File: config.mk
export PLATFORM = sky130hd
export DESIGN_NAME = laser_path_sequencer
export DESIGN_NICKNAME = d
export VERILOG_FILES = /design/src/rtl/laser_path_sequencer.sv
export SDC_FILE = /design/constraint.sdc
export NUM_CORES = 1
export LEC_CHECK = 0
export ABC_AREA = 1
export CORE_UTILIZATION = 48
export CTS_CLUSTER_DIAMETER = 60
export CTS_CLUSTER_SIZE = 10
export DETAILED_ROUTE_END_ITERATION = 10
export PLACE_DENSITY = 0.87
export SLEW_MARGIN = 15
export SYNTH_ARGS = -nofsm -noshare
export SYNTH_HDL_FRONTEND = slang
export SYNTH_SLANG_ARGS = --single-unit
File: constraint.sdc
create_clock -name clk -period 1.7 [get_ports clk]
set_input_delay 0.255 -clock clk [delete_from_list [all_inputs] [get_ports clk]]
set_output_delay 0.255 -clock clk [all_outputs]
set_load 0.02 [all_outputs]
File: src/rtl/laser_path_sequencer.sv
// Servo frame scheduler: emits the frame tick, walks a 4-corner table, gates the laser and parks at centre.
// Optional `SWEEP_EN: pulse widths ramp by STEP per frame toward the next corner instead of jumping.
module laser_path_sequencer #(
  parameter int FRAME_CYCLES = 1_000_000,
  parameter int DWELL_FRAMES = 4,
  parameter int PARK_FRAMES  = 5,
  parameter int PW_MIN       = 50_000,
  parameter int PW_MAX       = 100_000,
  parameter int PW_W         = 17
) (
  input  logic            clk,
  input  logic            rst_n,
  input  logic            enable,
  input  logic [1:0]      shape_sel,
  output logic            frame_start,
  output logic [1:0]      lado,
  output logic [PW_W-1:0] pw_h,
  output logic [PW_W-1:0] pw_v,
  output logic            laser_on,
  output logic            busy
);

  localparam int FC_W = (FRAME_CYCLES > 1) ? $clog2(FRAME_CYCLES) : 1;
  localparam int DW_W = (DWELL_FRAMES > 1) ? $clog2(DWELL_FRAMES) : 1;
  localparam int PK_W = (PARK_FRAMES > 0) ? $clog2(PARK_FRAMES + 1) : 1;

  localparam logic [PW_W-1:0] PW_LO   = PW_W'(PW_MIN);
  localparam logic [PW_W-1:0] PW_HI   = PW_W'(PW_MAX);
  localparam logic [PW_W-1:0] PW_MID  = PW_W'((PW_MIN + PW_MAX) / 2);
  localparam logic [FC_W-1:0] FC_LAST = FC_W'(FRAME_CYCLES - 1);
  localparam logic [DW_W-1:0] DW_LAST = DW_W'(DWELL_FRAMES - 1);
  localparam logic [PK_W-1:0] PK_DONE = PK_W'(PARK_FRAMES);

  typedef enum logic [1:0] {
    S_IDLE = 2'd0,
    S_RUN  = 2'd1,
    S_STOP = 2'd2
  } state_t;

  // Corner k of the selected shape as {h, v}; lines and point substitute MID on the fixed axes.
  function automatic logic [2*PW_W-1:0] corner(input logic [1:0] k, input logic [1:0] shape);
    logic [PW_W-1:0] sq_h;
    logic [PW_W-1:0] sq_v;
    sq_h = k[1] ? PW_HI : PW_LO;
    sq_v = (k[1] ^ k[0]) ? PW_HI : PW_LO;
    case (shape)
      2'd0:    corner = {sq_h, sq_v};
      2'd1:    corner = {sq_h, PW_MID};
      2'd2:    corner = {PW_MID, sq_v};
      default: corner = {PW_MID, PW_MID};
    endcase
  endfunction

  state_t            r_state;
  state_t            w_state_nxt;
  logic [FC_W-1:0]   r_frame_cnt;
  logic [FC_W-1:0]   w_frame_cnt_nxt;
  logic              w_boundary;
  logic              r_frame_start;
  logic [1:0]        r_lado;
  logic [1:0]        w_lado_nxt;
  logic [1:0]        w_lado_inc;
  logic [DW_W-1:0]   r_dwell;
  logic [DW_W-1:0]   w_dwell_nxt;
  logic [PK_W-1:0]   r_park;
  logic [PK_W-1:0]   w_park_nxt;
  logic [PW_W-1:0]   r_pw_h;
  logic [PW_W-1:0]   r_pw_v;
  logic [PW_W-1:0]   w_pw_h_nxt;
  logic [PW_W-1:0]   w_pw_v_nxt;
  logic              r_laser;
  logic              w_laser_nxt;
  logic              r_busy;
  logic              w_busy_nxt;

`ifdef SWEEP_EN
  localparam logic [PW_W-1:0] PW_STEP = PW_W'((PW_MAX - PW_MIN) / DWELL_FRAMES);

  logic [1:0]        r_shape;
  logic [1:0]        w_shape_nxt;
  logic [PW_W-1:0]   w_tgt_h;
  logic [PW_W-1:0]   w_tgt_v;

  // Move one STEP toward the target, clamping so the ramp never overshoots.
  function automatic logic [PW_W-1:0] ramp(input logic [PW_W-1:0] cur, input logic [PW_W-1:0] tgt);
    if (cur < tgt) begin
      ramp = ((tgt - cur) > PW_STEP) ? (cur + PW_STEP) : tgt;
    end else if (cur > tgt) begin
      ramp = ((cur - tgt) > PW_STEP) ? (cur - PW_STEP) : tgt;
    end else begin
      ramp = cur;
    end
  endfunction

  assign {w_tgt_h, w_tgt_v} = corner(w_lado_inc, r_shape);

  // Shape latched at each lado step so the ramp target stays fixed across the side.
  always_ff @(posedge clk or negedge rst_n) begin
    if (!rst_n) begin
      r_shape <= 2'd0;
    end else begin
      r_shape <= w_shape_nxt;
    end
  end
`endif

  // Frame counter wrap; the wrap edge is the only point where table state advances.
  always_comb begin
    w_boundary      = (r_frame_cnt == FC_LAST);
    w_frame_cnt_nxt = w_boundary ? {FC_W{1'b0}} : (r_frame_cnt + FC_W'(1));
    w_lado_inc      = r_lado + 2'd1;
  end

  // Next-state and output decode; the enable fall is handled ahead of any boundary work.
  always_comb begin
    w_state_nxt = r_state;
    w_lado_nxt  = r_lado;
    w_dwell_nxt = r_dwell;
    w_park_nxt  = r_park;
    w_pw_h_nxt  = r_pw_h;
    w_pw_v_nxt  = r_pw_v;
    w_laser_nxt = 1'b0;
`ifdef SWEEP_EN
    w_shape_nxt = r_shape;
`endif
    case (r_state)
      S_IDLE: begin
        if (w_boundary && enable) begin
          w_state_nxt = S_RUN;
          w_lado_nxt  = 2'd0;
          w_dwell_nxt = {DW_W{1'b0}};
          {w_pw_h_nxt, w_pw_v_nxt} = corner(2'd0, shape_sel);
          w_laser_nxt = 1'b1;
`ifdef SWEEP_EN
          w_shape_nxt = shape_sel;
`endif
        end else begin
          w_laser_nxt = 1'b0;
        end
      end
      S_RUN: begin
        w_laser_nxt = 1'b1;
        if (!enable) begin
          w_state_nxt = S_STOP;
          w_laser_nxt = 1'b0;
          w_park_nxt  = {PK_W{1'b0}};
        end else if (w_boundary) begin
          if (r_dwell == DW_LAST) begin
            w_dwell_nxt = {DW_W{1'b0}};
            w_lado_nxt  = w_lado_inc;
            {w_pw_h_nxt, w_pw_v_nxt} = corner(w_lado_inc, shape_sel);
`ifdef SWEEP_EN
            w_shape_nxt = shape_sel;
`endif
          end else begin
            w_dwell_nxt = r_dwell + DW_W'(1);
`ifdef SWEEP_EN
            w_pw_h_nxt  = ramp(r_pw_h, w_tgt_h);
            w_pw_v_nxt  = ramp(r_pw_v, w_tgt_v);
`else
            w_pw_h_nxt  = r_pw_h;
            w_pw_v_nxt  = r_pw_v;
`endif
          end
        end else begin
          w_dwell_nxt = r_dwell;
        end
      end
      S_STOP: begin
        if (w_boundary) begin
          if (r_park == PK_DONE) begin
            w_state_nxt = S_IDLE;
          end else begin
            w_park_nxt  = r_park + PK_W'(1);
            w_lado_nxt  = 2'd0;
            w_pw_h_nxt  = PW_MID;
            w_pw_v_nxt  = PW_MID;
          end
        end else begin
          w_park_nxt = r_park;
        end
      end
      default: begin
        w_state_nxt = S_IDLE;
      end
    endcase
    w_busy_nxt = (w_state_nxt != S_IDLE);
  end

  // Every output is taken from a flop so the servo blocks see a frame-stable value.
  always_ff @(posedge clk or negedge rst_n) begin
    if (!rst_n) begin
      r_state       <= S_IDLE;
      r_frame_cnt   <= {FC_W{1'b0}};
      r_frame_start <= 1'b0;
      r_lado        <= 2'd0;
      r_dwell       <= {DW_W{1'b0}};
      r_park        <= {PK_W{1'b0}};
      r_pw_h        <= PW_MID;
      r_pw_v        <= PW_MID;
      r_laser       <= 1'b0;
      r_busy        <= 1'b0;
    end else begin
      r_state       <= w_state_nxt;
      r_frame_cnt   <= w_frame_cnt_nxt;
      r_frame_start <= w_boundary;
      r_lado        <= w_lado_nxt;
      r_dwell       <= w_dwell_nxt;
      r_park        <= w_park_nxt;
      r_pw_h        <= w_pw_h_nxt;
      r_pw_v        <= w_pw_v_nxt;
      r_laser       <= w_laser_nxt;
      r_busy        <= w_busy_nxt;
    end
  end

  assign frame_start = r_frame_start;
  assign lado        = r_lado;
  assign pw_h        = r_pw_h;
  assign pw_v        = r_pw_v;
  assign laser_on    = r_laser;
  assign busy        = r_busy;

endmodule

---- After elaboration in Yosys (flattened, before gate mapping) ----
Cells that the tools add are included.
W data, S select, Z words.
storage, ports and cells
  bits in registers ....................... 66
  input bits .............................. 5
  output and inout port bits .............. 39
cells by class
  $add $sub $neg .......................... 4
  eq/ne operators ......................... 14
  muxes and demuxes ....................... 40
  bitwise logic cells ..................... 1
  reductions and logical operators ........ 10
operator list
  cell                     number
  $mux W17                 12
  $pmux W34 S3             2
  $pmux W17 S3             2
  $mux W2                  13
  $add A20 B1 Y20 const B  1
  $eq A20 B20 Y1 const B   1
  $mux W20                 1
  $ne A2 B2 Y1 const B     7
  $pmux W2 S3              2
  $mux W3                  3
  $reduce_and A4 Y1        2
  $reduce_and A7 Y1        1
  $eq A2 B2 Y1 const B     3
  $pmux W3 S2              1
  $reduce_bool A2 Y1       3
  $add A2 B1 Y2 const B    2
  $eq A2 B1 Y1 const B     2
  $logic_not A2 Y1         2
  $pmux W2 S2              1
  $add A3 B1 Y3 const B    1
  $eq A3 B3 Y1 const B     1
  $reduce_bool A3 Y1       1
  $mux W1                  2
  $pmux W1 S2              1
  other kinds (2)          2

---- Longest topological paths before layout ----
Gate-level depths: netlist (run 1).
  word-level depth ........................ 8
  depth in mapped cells ................... 11
  depth with buffers taken out ............ 9

---- Worst setup path before layout (run 1) ----
No wires, ideal clock.
  path kind ............................... register -> register
  start point ............................. register r_state[0]
  end point ............................... register r_lado[1], in the netlist lado[1]
  data arrival time ....................... 1620 ps
  required time ........................... 1582 ps
  setup slack ............................. -38 ps
  stages on the path, launching flop included .. 12
  path buffers ............................ 2
  period minus slack after synthesis ...... 1738 ps
  path through ............................ dfrtp_1 inv_1 ha_1 clkbuf_2 inv_1 nor2_1 nor3_1 a21boi_4 nand2_2 buf_6 nand2_1 nand2_1
between the ends
  word-level cells in the longest chain between the ends .. 3
RTL lines
  what                                                          line  source
  start: declaration                                            54    state_t r_state;
  start signal: assignment                                      204   r_state <= w_state_nxt;
  $eq A2 B2 Y1 (tied with other cells)                          126   case (r_state)
  $ne A2 B2 Y1 (no line) or $reduce_bool A3 Y1 (tied branches)  --
  $reduce_and A7 Y1 (no line)                                   --
  end signal: assignment                                        207   r_lado <= w_lado_nxt;
  end: declaration                                              60    logic [1:0] r_lado;
Parallel ways exist; a longest one is shown, timed or not.
A chain may end at the register's enable or synchronous reset.

---- Worst setup path after layout (run 1) ----
  start point ............................. register r_state[1]
  end point ............................... register r_park[2]
between the ends
  word-level cells in the longest chain between the ends .. 3
RTL lines
  what                                                          line  source
  $eq A2 B1 Y1 or $eq A2 B2 Y1 (tied branches)                  126
  $ne A2 B2 Y1 (no line) or $reduce_bool A2 Y1 (tied branches)  --
  $reduce_and A4 Y1 (no line)                                   --
  end signal: assignment                                        198   r_park <= {PK_W{1'b0}};
  end signal: assignment                                        209   r_park <= w_park_nxt;
  end: declaration                                              65    logic [PK_W-1:0] r_park;
Parallel ways exist; a longest one is shown, timed or not.

==> Implementation_results.wiki, run 1 <==
{| class="wikitable"
! Metric !! Value
|-
| Outcome || finished clean
|-
| Fill cells || 414
|-
| Crit-path max FO || 4
|-
| CP Data Arrival Time || between 1.5 and 2 ns
|-
| Hold slack || 0.4351 ns
|-
| Via count of the routed design || roughly 2.4k
|-
| Number of clock sinks seen by CTS || 42
|-
| Number of different library cells in the post-synthesis netlist || 34
|-
| Count of nets after finishing || 404
|-
| Worst Path Required || roughly 1.9 ns
|-
| Share of the cycle needed by the critical path after routing || between 90% and 100%
|-
| Total Die Area || roughly 5700 sq um
|-
| Global route total overflow || 0
|-
| Buffers on Ports || 33
|-
| Clock-pin slew on the worst setup and hold paths || ~0.090 ns
|-
| Remaining number of nets flagged by the antenna check after routing || 0
|-
| Routability congestion estimate || between 0.9 and 1
|-
| Overall fraction of global-route tracks in use || a little over a fifth
|-
| Count of state elements after synthesis || between 40 and 50
|-
| Leakage component of the power || ~1.8 nW
|-
| Maximum clock frequency || just under 0.6 GHz
|-
| Global-route wire length before repair || between 8000 and 9000 um
|-
| Total power divided by cell area || roughly 610 nW/um^2
|-
| Clock period minus final worst setup slack || between 1.5 and 2 ns
|-
| Clock root buffer || clkbuf_8
|-
| Number of hold violations in the final report || 0
|-
| Max-slew violation count || 0
|-
| Number of remaining DRC errors || 0
|-
| Worst setup slack for register-to-register paths || roughly 0.017 ns
|-
| Worst min-delay path class || input pin to asynchronous set/reset pin
|-
| Largest buffer count on any clock path || 2
|-
| Mapped Area || ~2600 sq um
|-
| RSZ-0062 raised after global routing || true
|-
| Initial antenna violation count || 0
|-
| Non-filler instance count after layout || approximately 460
|-
| Sequential-to-total area share from yosys stat || about two fifths
|-
| Peak supply drop || ~0.00041 V
|-
| CTS tree || built
|-
| Count of H-tree levels built during CTS || 2
|-
| Yosys Warn Count || 0
|-
| Maximum number of pins on one net before global-route repair || 43
|-
| Synthesized instance count || ~330
|-
| Max cap viols || 0
|-
| Number of global-route vias before repair || approximately 2.1k
|-
| Routed wirelength normalized by instance count || 13.52 um
|-
| Number of detailed-routing iterations run before antenna repair || 5
|-
| Total routed wirelength || ~6200 um
|-
| Total number of placement rows || 26
|-
| Mean instance size in the synthesized netlist || a little under 8 sq um
|-
| R2r endpoint || r_park[2]
|-
| Fraction of layout cells with a size suffix above 1 || approximately 23%
|-
| Starting Density || 50.22%
|-
| Number of placed instances, taps included || roughly 430
|-
| Insertion delay of the later-clocked pin in the worst-skew pair || 0.31 ns
|-
| Crit path capture type || flop
|-
| Area Growth Syn to Fin || 29.08%
|-
| Via density per instance || 5.223
|-
| Die Height || ~75 um
|-
| Standard cell core area || 5140 sq um
|-
| Crit path kind || flop to flop
|-
| Worst clock skew on the final layout || between 0.015 and 0.02 ns
|-
| DRC marker count from the first detailed-route iteration || 195
|-
| Setup TNS Final || 0 ns
|-
| Width of the die || 75.33 um
|-
| Launching point of the worst reg2reg path || r_state[1]
|-
| Diode insertion count for antenna repair || 0
|-
| HPWL after detailed placement || between 4000 and 5000 um
|-
| I/O pin total || 44
|-
| Final Setup Violations || 0
|-
| Setup crit start kind || flop
|-
| CTS Buf Count || 5
|-
| Worst reg2reg path depth || 10
|}
[how the worst max path moves through the flow]
stage | startpoint | slack [ns] | cells after the start | endpoint
detailed placement | r_state[1] | -0.02 | 9 | pw_h[14]
CTS | r_frame_cnt[0] | 0.002 | 8 | pw_h[14]
finish | r_state[1] | 0.02 | 10 | r_park[2]
floorplan | r_state[0] | 0.01 | 11 | lado[1]
global placement | r_state[1] | 0.08 | 9 | lado[0]
global route | r_frame_cnt[0] | -0.1 | 7 | busy
[state kept, by name, summed over array words and instances, names as in the netlist]
register	flops
frame_start	1
laser_on	1
r_dwell	2
r_state	2
r_frame_cnt	20
busy	1
pw_v	5
pw_h	5
lado	2
r_park	3
[cell usage after synthesis]
| cell | n | area [sq um] |
|---|---|---|
| nor3_1 | 11 | 55.05 |
| buf_6 | 1 | 11.26 |
| o21bai_1 | 2 | 15.01 |
| nand2_1 | 76 | 285.3 |
| nor2_4 | 1 | 11.26 |
| clkbuf_2 | 1 | 5.000 |
| xnor2_1 | 2 | 17.52 |
| buf_4 | 26 | 195.2 |
| nand4_1 | 11 | 68.82 |
| nand3b_1 | 3 | 22.52 |
| xor2_1 | 8 | 70.07 |
| ha_1 | 9 | 112.6 |
| nor4_1 | 1 | 6.260 |
| conb_1 | 1 | 3.750 |
| dfstp_2 | 6 | 157.7 |
| clkinv_1 | 2 | 7.510 |
| nand3_4 | 2 | 35.03 |
| inv_1 | 37 | 138.9 |
| nand2_2 | 1 | 6.260 |
| o21ai_0 | 13 | 65.06 |
| nand3_2 | 1 | 10.01 |
| inv_2 | 5 | 18.77 |
| clkbuf_1 | 1 | 3.750 |
| o21ai_2 | 1 | 8.760 |
| nand3_1 | 23 | 115.1 |
| a31oi_1 | 3 | 18.77 |
| o21ai_1 | 4 | 20.02 |
| nor3_2 | 1 | 10.01 |
| dfrtp_1 | 36 | 900.9 |
| nor2_2 | 4 | 25.02 |
| nor2_1 | 30 | 112.6 |
| or2_2 | 3 | 18.77 |
| a21oi_1 | 2 | 10.01 |
| a21boi_4 | 1 | 18.77 |
[report_power, final]
part / internal [mW] / total, mW / switching, mW
clock network: 0.589 / 0.961 / 0.372
registers: 1.00 / 1.00 / 0.00128
logic: 0.0183 / 0.0687 / 0.0504
total: 1.61 / 2.03 / 0.424
[through the flow]
stage | area, sq um | setup WS [ns] | total power, mW | utilization, %
global placement | 2968 | 0.08152 | 1.086 | 57.74
CTS | 3119 | 0.002412 | 2.035 | 60.69
finish | 3332 | 0.01719 | 2.031 | 64.82
floorplan | 2618 | 0.01312 | 1.067 | -
global route | 3332 | -0.09592 | 2.080 | 64.82
detailed placement | 2968 | -0.02045 | 1.088 | 57.74
[what timing repair did]
action                     4_1_cts  5_1_grt
cloned                           0        2
hold buffers                     1        0
setup endpoints to repair       22       16
gates resized for setup         18       22
hold endpoints to repair        36        0
pin swaps                        0       12
setup buffers                    2       17
[cells by family after synthesis]
group / Yosys count / share of synthesized area (%)
AND/OR/NAND/NOR: 168 / 30.30
buffers and inverters: 73 / 14.74
flip-flops: 42 / 41.01
AO/OA/AOI/OAI: 26 / 6.059
XOR/XNOR: 10 / 3.393
adder cells (fa/ha/maj): 9 / 4.363
other: 1 / 0.1453
[placed cells by master, fill, tap and decap left out, types with 6 or more instances in the layout]
master,count
nand4_1,11
o21ai_0,12
dlygate4sd2_1,16
nor2_2,6
nand2_1,74
clkdlybuf4s50_1,15
ha_1,6
buf_4,35
xor2_1,8
dfstp_2,6
dfrtp_1,35
nor3_1,9
conb_1,10
nand3_1,23
inv_1,34
inv_2,8
nor2_1,27
[routing by layer]
metal	wire length, um	GRT usage (%)	vias to the layer above
met5	0	0	-
met4	101	8.025	0
met3	396	4.233	18
met2	3175	35.02	116
met1	2562	26.62	1140
li1	-	-	1134
[area by class of cell]
type	instances	area, sq um	area share (%)
clock buffers	5	68.82	2.065
multi-input cells	224	1247	37.44
flip-flops and latches	42	1060	31.81
well taps	70	87.58	2.629
inverters	44	165.2	4.957
repair buffers	73	634.4	19.04
clock inverters	3	68.82	2.065
[critical path, stage by stage, from the launching register on]
cell and delay [ns]:
dfrtp_1 0.41, inv_1 0.10, ha_2 0.21, inv_2 0.06
buf_4 0.13, nand2_1 0.09, nand2_1 0.07, nor2_1 0.18
nand2_1 0.13, o21ai_1 0.12, o21ai_1 0.07
(Power assumes the default switching activity.)
==> inputs of run 2 (changes only) <==
--- a/config.mk
+++ b/config.mk
@@ -6,11 +6,12 @@
 export NUM_CORES = 1
 export LEC_CHECK = 0
 export ABC_AREA = 1
-export CORE_UTILIZATION = 48
+export CORE_MARGIN = 2
+export CORE_UTILIZATION = 57
 export CTS_CLUSTER_DIAMETER = 60
 export CTS_CLUSTER_SIZE = 10
 export DETAILED_ROUTE_END_ITERATION = 10
-export PLACE_DENSITY = 0.87
+export PLACE_DENSITY = 0.95
 export SLEW_MARGIN = 15
 export SYNTH_ARGS = -nofsm -noshare
 export SYNTH_HDL_FRONTEND = slang
==> constraint.sdc (replaced) <==
create_clock -name clk -period 2 [get_ports clk]
set_input_delay 0.3 -clock clk [delete_from_list [all_inputs] [get_ports clk]]
set_output_delay 0.3 -clock clk [all_outputs]
set_load 0.02 [all_outputs]
==> Implementation_results.wiki, run 2 (same netlist as run 1, synthesis figures left out) <==
{| class="wikitable"
! Metric !! Value
|-
| Worst min-delay path class || flop to flop
|-
| Max-slew violation count || 0 (unchanged)
|-
| Slowest cell on the critical path || dfrtp_1
|-
| Post-Layout Inst Area || 2988 sq um (-10%)
|-
| Share of the cycle needed by the critical path after routing || 90.45% (-8.5 points)
|-
| Width of the die || 71.30 um (-5.4%)
|-
| Clock root buffer || clkbuf_8
|-
| Crit path capture type || flop
|-
| Crit-path max FO || 12 (+8)
|-
| Area used by sequential logic in the layout || 1059 sq um (-0.12%)
|-
| Met1 global-route usage || 29.01% (+2.4 points)
|-
| Start point of the critical path || r_frame_cnt[0]
|-
| CP Data Arrival Time || 2.00 ns (+0.13 ns)
|-
| Standard cell core area || 4354 sq um (-15%)
|-
| Total number of placement rows || 24 (-7.7%)
|-
| Launching point of the worst reg2reg path || r_frame_cnt[0]
|-
| Count of nets after finishing || 368 (-8.9%)
|-
| Clock-pin slew on the worst setup and hold paths || 0.08 ns (about the same)
|-
| Routed wirelength normalized by instance count || 12.69 um (-6.2%)
|-
| RSZ-0062 raised after global routing || false
|-
| Number of detailed-routing iterations run before antenna repair || 5 (unchanged)
|-
| Total routed wirelength || 5163 um (-17%)
|-
| Insertion delay of the later-clocked pin in the worst-skew pair || 0.30 ns (about the same)
|-
| Maximum clock frequency || 0.5528 GHz (-7.0%)
|-
| Initial antenna violation count || 0 (unchanged)
|-
| I/O pin total || 44 (unchanged)
|-
| Die Height || 71.30 um (-5.4%)
|-
| Area taken by multi-input logic gates || 1179 sq um (-5.5%)
|-
| DRC marker count from the first detailed-route iteration || 149 (-24%)
|-
| Number of clock sinks seen by CTS || 42 (unchanged)
|-
| Final Setup Violations || 0 (unchanged)
|-
| Fraction of layout cells with a size suffix above 1 || 11.55% (-11 points)
|-
| Smallest setup slack after layout || 0.1909 ns (+0.1737 ns)
|-
| Max stage delay on crit path || 0.38 ns (-0.03 ns)
|-
| Worst-case setup slack after placement || 0.1540 ns (+0.1745 ns)
|-
| Total power divided by cell area || 582.3 nW/um^2 (-4.5%)
|-
| Largest buffer count on any clock path || 2 (unchanged)
|-
| Number of remaining DRC errors || 0 (unchanged)
|-
| Leakage component of the power || 1.497 nW (-15%)
|-
| Fill cells || 347 (-16%)
|-
| Outcome || finished clean
|-
| Setup crit start kind || flop
|-
| CTS tree || built
|-
| Sequence of cells on the critical path || ha_1 > nand3_4 > nor2_4 > nand3_2 > o21ai_2 > nand2_2 > nand2_1 > nand2_1
|-
| Number of hold violations in the final report || 0 (unchanged)
|-
| Placed Area || 2833 sq um (-4.6%)
|-
| Area Growth Syn to Fin || 15.75%
|-
| Buffers on Ports || 33 (unchanged)
|-
| Worst path most repeated cell || nand2_1
|-
| Starting Density || 59.28% (+9.1 points)
|-
| Count of H-tree levels built during CTS || 2 (unchanged)
|-
| Beginning of the worst hold path || pw_v[6]
|-
| Max_slew headroom || 66.65%
|-
| Routability congestion estimate || 0.9875 (+9.5%)
|-
| Remaining number of nets flagged by the antenna check after routing || 0 (unchanged)
|-
| Worst clock skew on the final layout || 0.007286 ns (-0.008076 ns)
|-
| Total Die Area || 5083 sq um (-10%)
|-
| Worst Path Required || 2.19 ns (+0.30 ns)
|-
| Max cap viols || 0 (unchanged)
|-
| Largest reg by FF count || r_frame_cnt
|-
| HPWL after detailed placement || 3904 um (-6.5%)
|-
| CTS Buf Count || 5 (unchanged)
|-
| M3 GR Usage || 4.360% (+0.13 points)
|-
| Via count of the routed design || 2,151 (-11%)
|-
| Global route total overflow || 0 (unchanged)
|-
| Clock period minus final worst setup slack || 1.809 ns (+0.1263 ns)
|-
| Via density per instance || 5.285 (+1.2%)
|-
| Global-route wire length before repair || 8901 um (-0.61%)
|-
| Commonest non-fill, non-tap cells in the layout || 76 x nand2_1, 36 x inv_1, 36 x dfrtp_1
|-
| Leading cell type in the layout, fill and taps excluded || nand2_1
|-
| Pin slew with the least headroom to its limit || roughly 0.50 ns
|-
| Post CTS Setup Buffer Count || 0 (-2)
|-
| Layer with the highest usage || met2
|-
| Peak supply drop || 0.0003879 V (-5.6%)
|-
| Overall fraction of global-route tracks in use || 21.93% (+1.1 points)
|-
| Largest register FFs || 20 (unchanged)
|-
| Setup TNS Final || 0 ns (unchanged)
|-
| Crit path kind || flop to flop
|-
| Number of global-route vias before repair || 2,017 (-2.7%)
|-
| Met2 demand-to-capacity share in global routing || 35.29% (+0.27 points)
|-
| Maximum number of pins on one net before global-route repair || 23 (-47%)
|-
| Diode insertion count for antenna repair || 0 (unchanged)
|}
## run 2: final timing paths
path / to / slack (ns) / depth (start not counted)
worst min-delay path: pw_v[6] / 0.48 / 2
min in group asynchronous: r_frame_cnt[11] / 0.50 / 2
worst max register to register: pw_h[14] / 0.19 / 8
worst max-delay path: pw_h[14] / 0.19 / 8
worst min register to register: pw_v[6] / 0.48 / 2
max in group asynchronous: pw_v[6] / 0.93 / 3
## run 2: routing by layer
metal,part of all wire (%),vias to the layer above,wire [um]
met5,0,-,0
met4,1.4,0,70
met3,5.3,9,275
met2,49,74,2507
met1,45,1005,2310
li1,-,1063,-
## run 2: worst max-delay path, delay by kind of cell (launching register included)
kind / cells / cell delay (ns)
compound gates: 1 / 0.19
fa+ha+maj: 1 / 0.29
flops: 1 / 0.38
simple gates: 6 / 0.85
## run 2: stage by stage
stage | hold slack, ns | utilization (%) | power, mW | cells
2_1_floorplan | 0.004409 | - | 0.9071 | 338
3_3_place_gp | 0.2817 | 65.06 | 0.9232 | 398
3_5_place_dp | 0.2892 | 65.06 | 0.9246 | 398
4_1_cts | 0.4776 | 68.56 | 1.757 | 407
5_1_grt | 0.5003 | 68.62 | 1.810 | 407
6_report | 0.4757 | 68.62 | 1.740 | 407
## run 2: power by group
group	switching, mW	leakage (nW)	internal (mW)	total (mW)
logic	0.0428	0.883	0.0153	0.0581
registers	0.000775	0.543	0.850	0.851
clock network	0.298	0.0714	0.533	0.831
total	0.342	1.50	1.40	1.74
## run 2: cell type report
type | instances | area share [%]
sequential | 42 | 35.43
tap | 52 | 2.178
inverter | 44 | 5.528
multi-input combinational | 223 | 39.45
clock buffer | 6 | 2.764
timing repair buffer | 38 | 12.65
clock inverter | 2 | 2.010
## run 2: timing repair
item                       CTS  global route
setup endpoints to repair    0            12
gates resized for setup      0             2
hold buffers                 1             0
hold endpoints to repair    15             0
==> inputs of run 3 (changes only) <==
--- a/config.mk
+++ b/config.mk
@@ -9,9 +9,9 @@
 export CORE_MARGIN = 2
 export CORE_UTILIZATION = 57
 export CTS_CLUSTER_DIAMETER = 60
-export CTS_CLUSTER_SIZE = 10
+export CTS_CLUSTER_SIZE = 28
 export DETAILED_ROUTE_END_ITERATION = 10
-export PLACE_DENSITY = 0.95
+export PLACE_DENSITY = 0.89
 export SLEW_MARGIN = 15
 export SYNTH_ARGS = -nofsm -noshare
 export SYNTH_HDL_FRONTEND = slang
==> Implementation_results.wiki, run 3 (same netlist as run 1, synthesis figures left out) <==
{| class="wikitable"
! Metric !! Value
|-
| Worst reg2reg path depth || 9 (+1)
|-
| Width of the die || 71.30 um (unchanged)
|-
| Number of clock sinks seen by CTS || 42 (unchanged)
|-
| Area Growth Syn to Fin || 13.52%
|-
| Met2 demand-to-capacity share in global routing || 36.32% (+1.0 points)
|-
| Starting Density || 59.28% (unchanged)
|-
| Placed Area || 2820 sq um (-0.44%)
|-
| Number of detailed-routing iterations run before antenna repair || 4 (-1)
|-
| Setup crit start kind || flop
|-
| Standard cell core area || 4354 sq um (unchanged)
|-
| Outcome || finished clean
|-
| Setup TNS Final || 0 ns (unchanged)
|-
| Share of total power in combinational logic || 3.6% (+0.3 points)
|-
| Worst Path Required || 2.24 ns (+0.05 ns)
|-
| Area taken by multi-input logic gates || 1184 sq um (+0.43%)
|-
| Max_slew headroom || 65.15% (-1.5 points)
|-
| Buffers on Ports || 33 (unchanged)
|-
| Remaining number of nets flagged by the antenna check after routing || 0 (unchanged)
|-
| HPWL after detailed placement || 3805 um (-2.5%)
|-
| Routed wirelength normalized by instance count || 12.59 um (-0.72%)
|-
| Leading cell type in the layout, fill and taps excluded || nand2_1
|-
| Largest buffer count on any clock path || 2 (unchanged)
|-
| Clock root buffer || clkbuf_8
|-
| Largest register FFs || 20 (unchanged)
|-
| CTS tree || built
|-
| Commonest non-fill, non-tap cells in the layout || 76 x nand2_1, 36 x dfrtp_1, 35 x inv_1
|-
| DRC marker count from the first detailed-route iteration || 211 (+42%)
|-
| Diode insertion count for antenna repair || 0 (unchanged)
|-
| Max-slew violation count || 0 (unchanged)
|-
| Largest reg by FF count || r_frame_cnt
|-
| Number of hold violations in the final report || 0 (unchanged)
|-
| M3 GR Usage || 4.079% (-0.28 points)
|-
| Internal power summed over all cells || 1.139 mW (-19%)
|-
| Count of nets after finishing || 368 (unchanged)
|-
| Global route total overflow || 0 (unchanged)
|-
| Count of H-tree levels built during CTS || 2 (unchanged)
|-
| Worst clock skew on the final layout || 0.007009 ns (-0.0002768 ns)
|-
| Post-Layout Inst Area || 2930 sq um (-1.9%)
|-
| Initial antenna violation count || 0 (unchanged)
|-
| Max cap viols || 0 (unchanged)
|-
| Crit path capture type || flop
|-
| Number of global-route vias before repair || 1,937 (-4.0%)
|-
| CTS Buf Count || 5 (unchanged)
|-
| Crit path kind || flop to flop
|-
| Pin slew with the least headroom to its limit || 0.5227 ns (+0.02623 ns)
|-
| Total power divided by cell area || 506.6 nW/um^2 (-13%)
|-
| Die Height || 71.30 um (unchanged)
|-
| Launching point of the worst reg2reg path || r_state[1]
|-
| R2r endpoint || lado[1]
|-
| Power share of the sequential group || 57.3% (+8.4 points)
|-
| Proportion of power drawn by the clock network || 39.1% (-8.7 points)
|-
| Clock period minus final worst setup slack || 1.841 ns (+0.03241 ns)
|-
| Crit-path max FO || 10 (-2)
|-
| Peak supply drop || 0.0005319 V (+37%)
|-
| Maximum number of pins on one net before global-route repair || 43 (+87%)
|-
| Leakage component of the power || 1.470 nW (-1.8%)
|-
| Total Die Area || 5083 sq um (unchanged)
|-
| Area used by sequential logic in the layout || 1059 sq um (unchanged)
|-
| Total number of placement rows || 24 (unchanged)
|-
| Total routed wirelength || 5126 um (-0.72%)
|-
| I/O pin total || 44 (unchanged)
|-
| Maximum clock frequency || 0.5430 GHz (-1.8%)
|-
| Clock-pin slew on the worst setup and hold paths || 0.08 ns (about the same)
|-
| Via count of the routed design || 2,111 (-1.9%)
|-
| Met1 global-route usage || 28.11% (-0.90 points)
|-
| Switching power || 0.3455 mW (+1.0%)
|-
| Global-route wire length before repair || 8735 um (-1.9%)
|-
| Share of the cycle needed by the critical path after routing || 92.07% (+1.6 points)
|-
| Number of remaining DRC errors || 0 (unchanged)
|-
| Worst min-delay path class || input pin to asynchronous set/reset pin
|-
| Layer with the highest usage || met2
|-
| CP Data Arrival Time || 2.08 ns (+0.08 ns)
|-
| Fill cells || 361 (+4.0%)
|-
| Overall fraction of global-route tracks in use || 21.46% (-0.47 points)
|-
| Routability congestion estimate || 0.9935 (+0.61%)
|-
| Sw frac || 23.27% (+3.6 points)
|-
| Fraction of layout cells with a size suffix above 1 || 12.11% (+0.56 points)
|-
| Via density per instance || 5.187 (-1.9%)
|-
| Final Setup Violations || 0 (unchanged)
|-
| Insertion delay of the later-clocked pin in the worst-skew pair || 0.30 ns (about the same)
|-
| Worst setup slack for register-to-register paths || 0.16 ns (-0.03 ns)
|-
| RSZ-0062 raised after global routing || false
|-
| Hold-fix buffers, CTS || 0 (-1)
|}
run 3: routing by layer:
layer | up-vias | part of all wire (%)
met4 | 0 | 1.6
met1 | 973 | 45
met2 | 61 | 48
li1 | 1065 | -
met5 | - | 0
met3 | 12 | 4.8
run 3: through the flow:
step	cells	utilization [%]	power (mW)	hold slack [ns]	setup slack, ns
global route	407	67.30	1.533	0.1027	0.03654
CTS	406	66.95	1.498	0.07500	0.07208
floorplan	338	-	0.9071	0.004409	0.2621
global placement	398	64.77	0.9196	0.3877	0.2525
detailed placement	398	64.77	0.9210	0.4002	0.1267
finish	407	67.30	1.485	0.04765	0.1585
run 3: worst max-delay path, cell delays in order (launching register included):
cell      delay (ns)
dfrtp_1         0.42
inv_1           0.08
ha_2            0.23
inv_2           0.12
nor2_1          0.05
nor3_1          0.22
a21boi_4        0.29
buf_4           0.20
nand3_1         0.09
nand2_1         0.08
run 3: layout make-up:
| cell class | count | area share, % |
|---|---|---|
| timing repair buffer | 38 | 12.38 |
| multi-input combinational | 223 | 40.39 |
| clock inverter | 2 | 0.4270 |
| sequential | 42 | 36.12 |
| tap | 52 | 2.220 |
| inverter | 44 | 5.636 |
| clock buffer | 6 | 2.818 |
run 3: worst max path at each step:
stage / from / endpoint / slack, ns / cells past startpoint
3_3_place_gp: r_state[1] / pw_v[15] / 0.25 / 9
4_1_cts: r_state[1] / lado[1] / 0.07 / 9
3_5_place_dp: r_state[1] / lado[1] / 0.13 / 9
6_report: r_state[1] / lado[1] / 0.16 / 9
5_1_grt: r_state[0] / lado[1] / 0.04 / 9
2_1_floorplan: r_state[0] / lado[1] / 0.26 / 11
run 3: power by group through the flow:
stage | clock network [mW] | logic, mW | registers, mW
detailed placement | 0 | 0.0539 | 0.867
finish | 0.581 | 0.0533 | 0.851
floorplan | 0 | 0.0398 | 0.867
global route | 0.621 | 0.0607 | 0.851
CTS | 0.593 | 0.0540 | 0.851
global placement | 0 | 0.0525 | 0.867
run 3: timing repair:
item | in CTS | in global routing
setup buffers | 0 | 1
resized for setup | 0 | 4
endpoints found under the setup margin | 0 | 12
endpoints found under the hold margin | 0 | 0
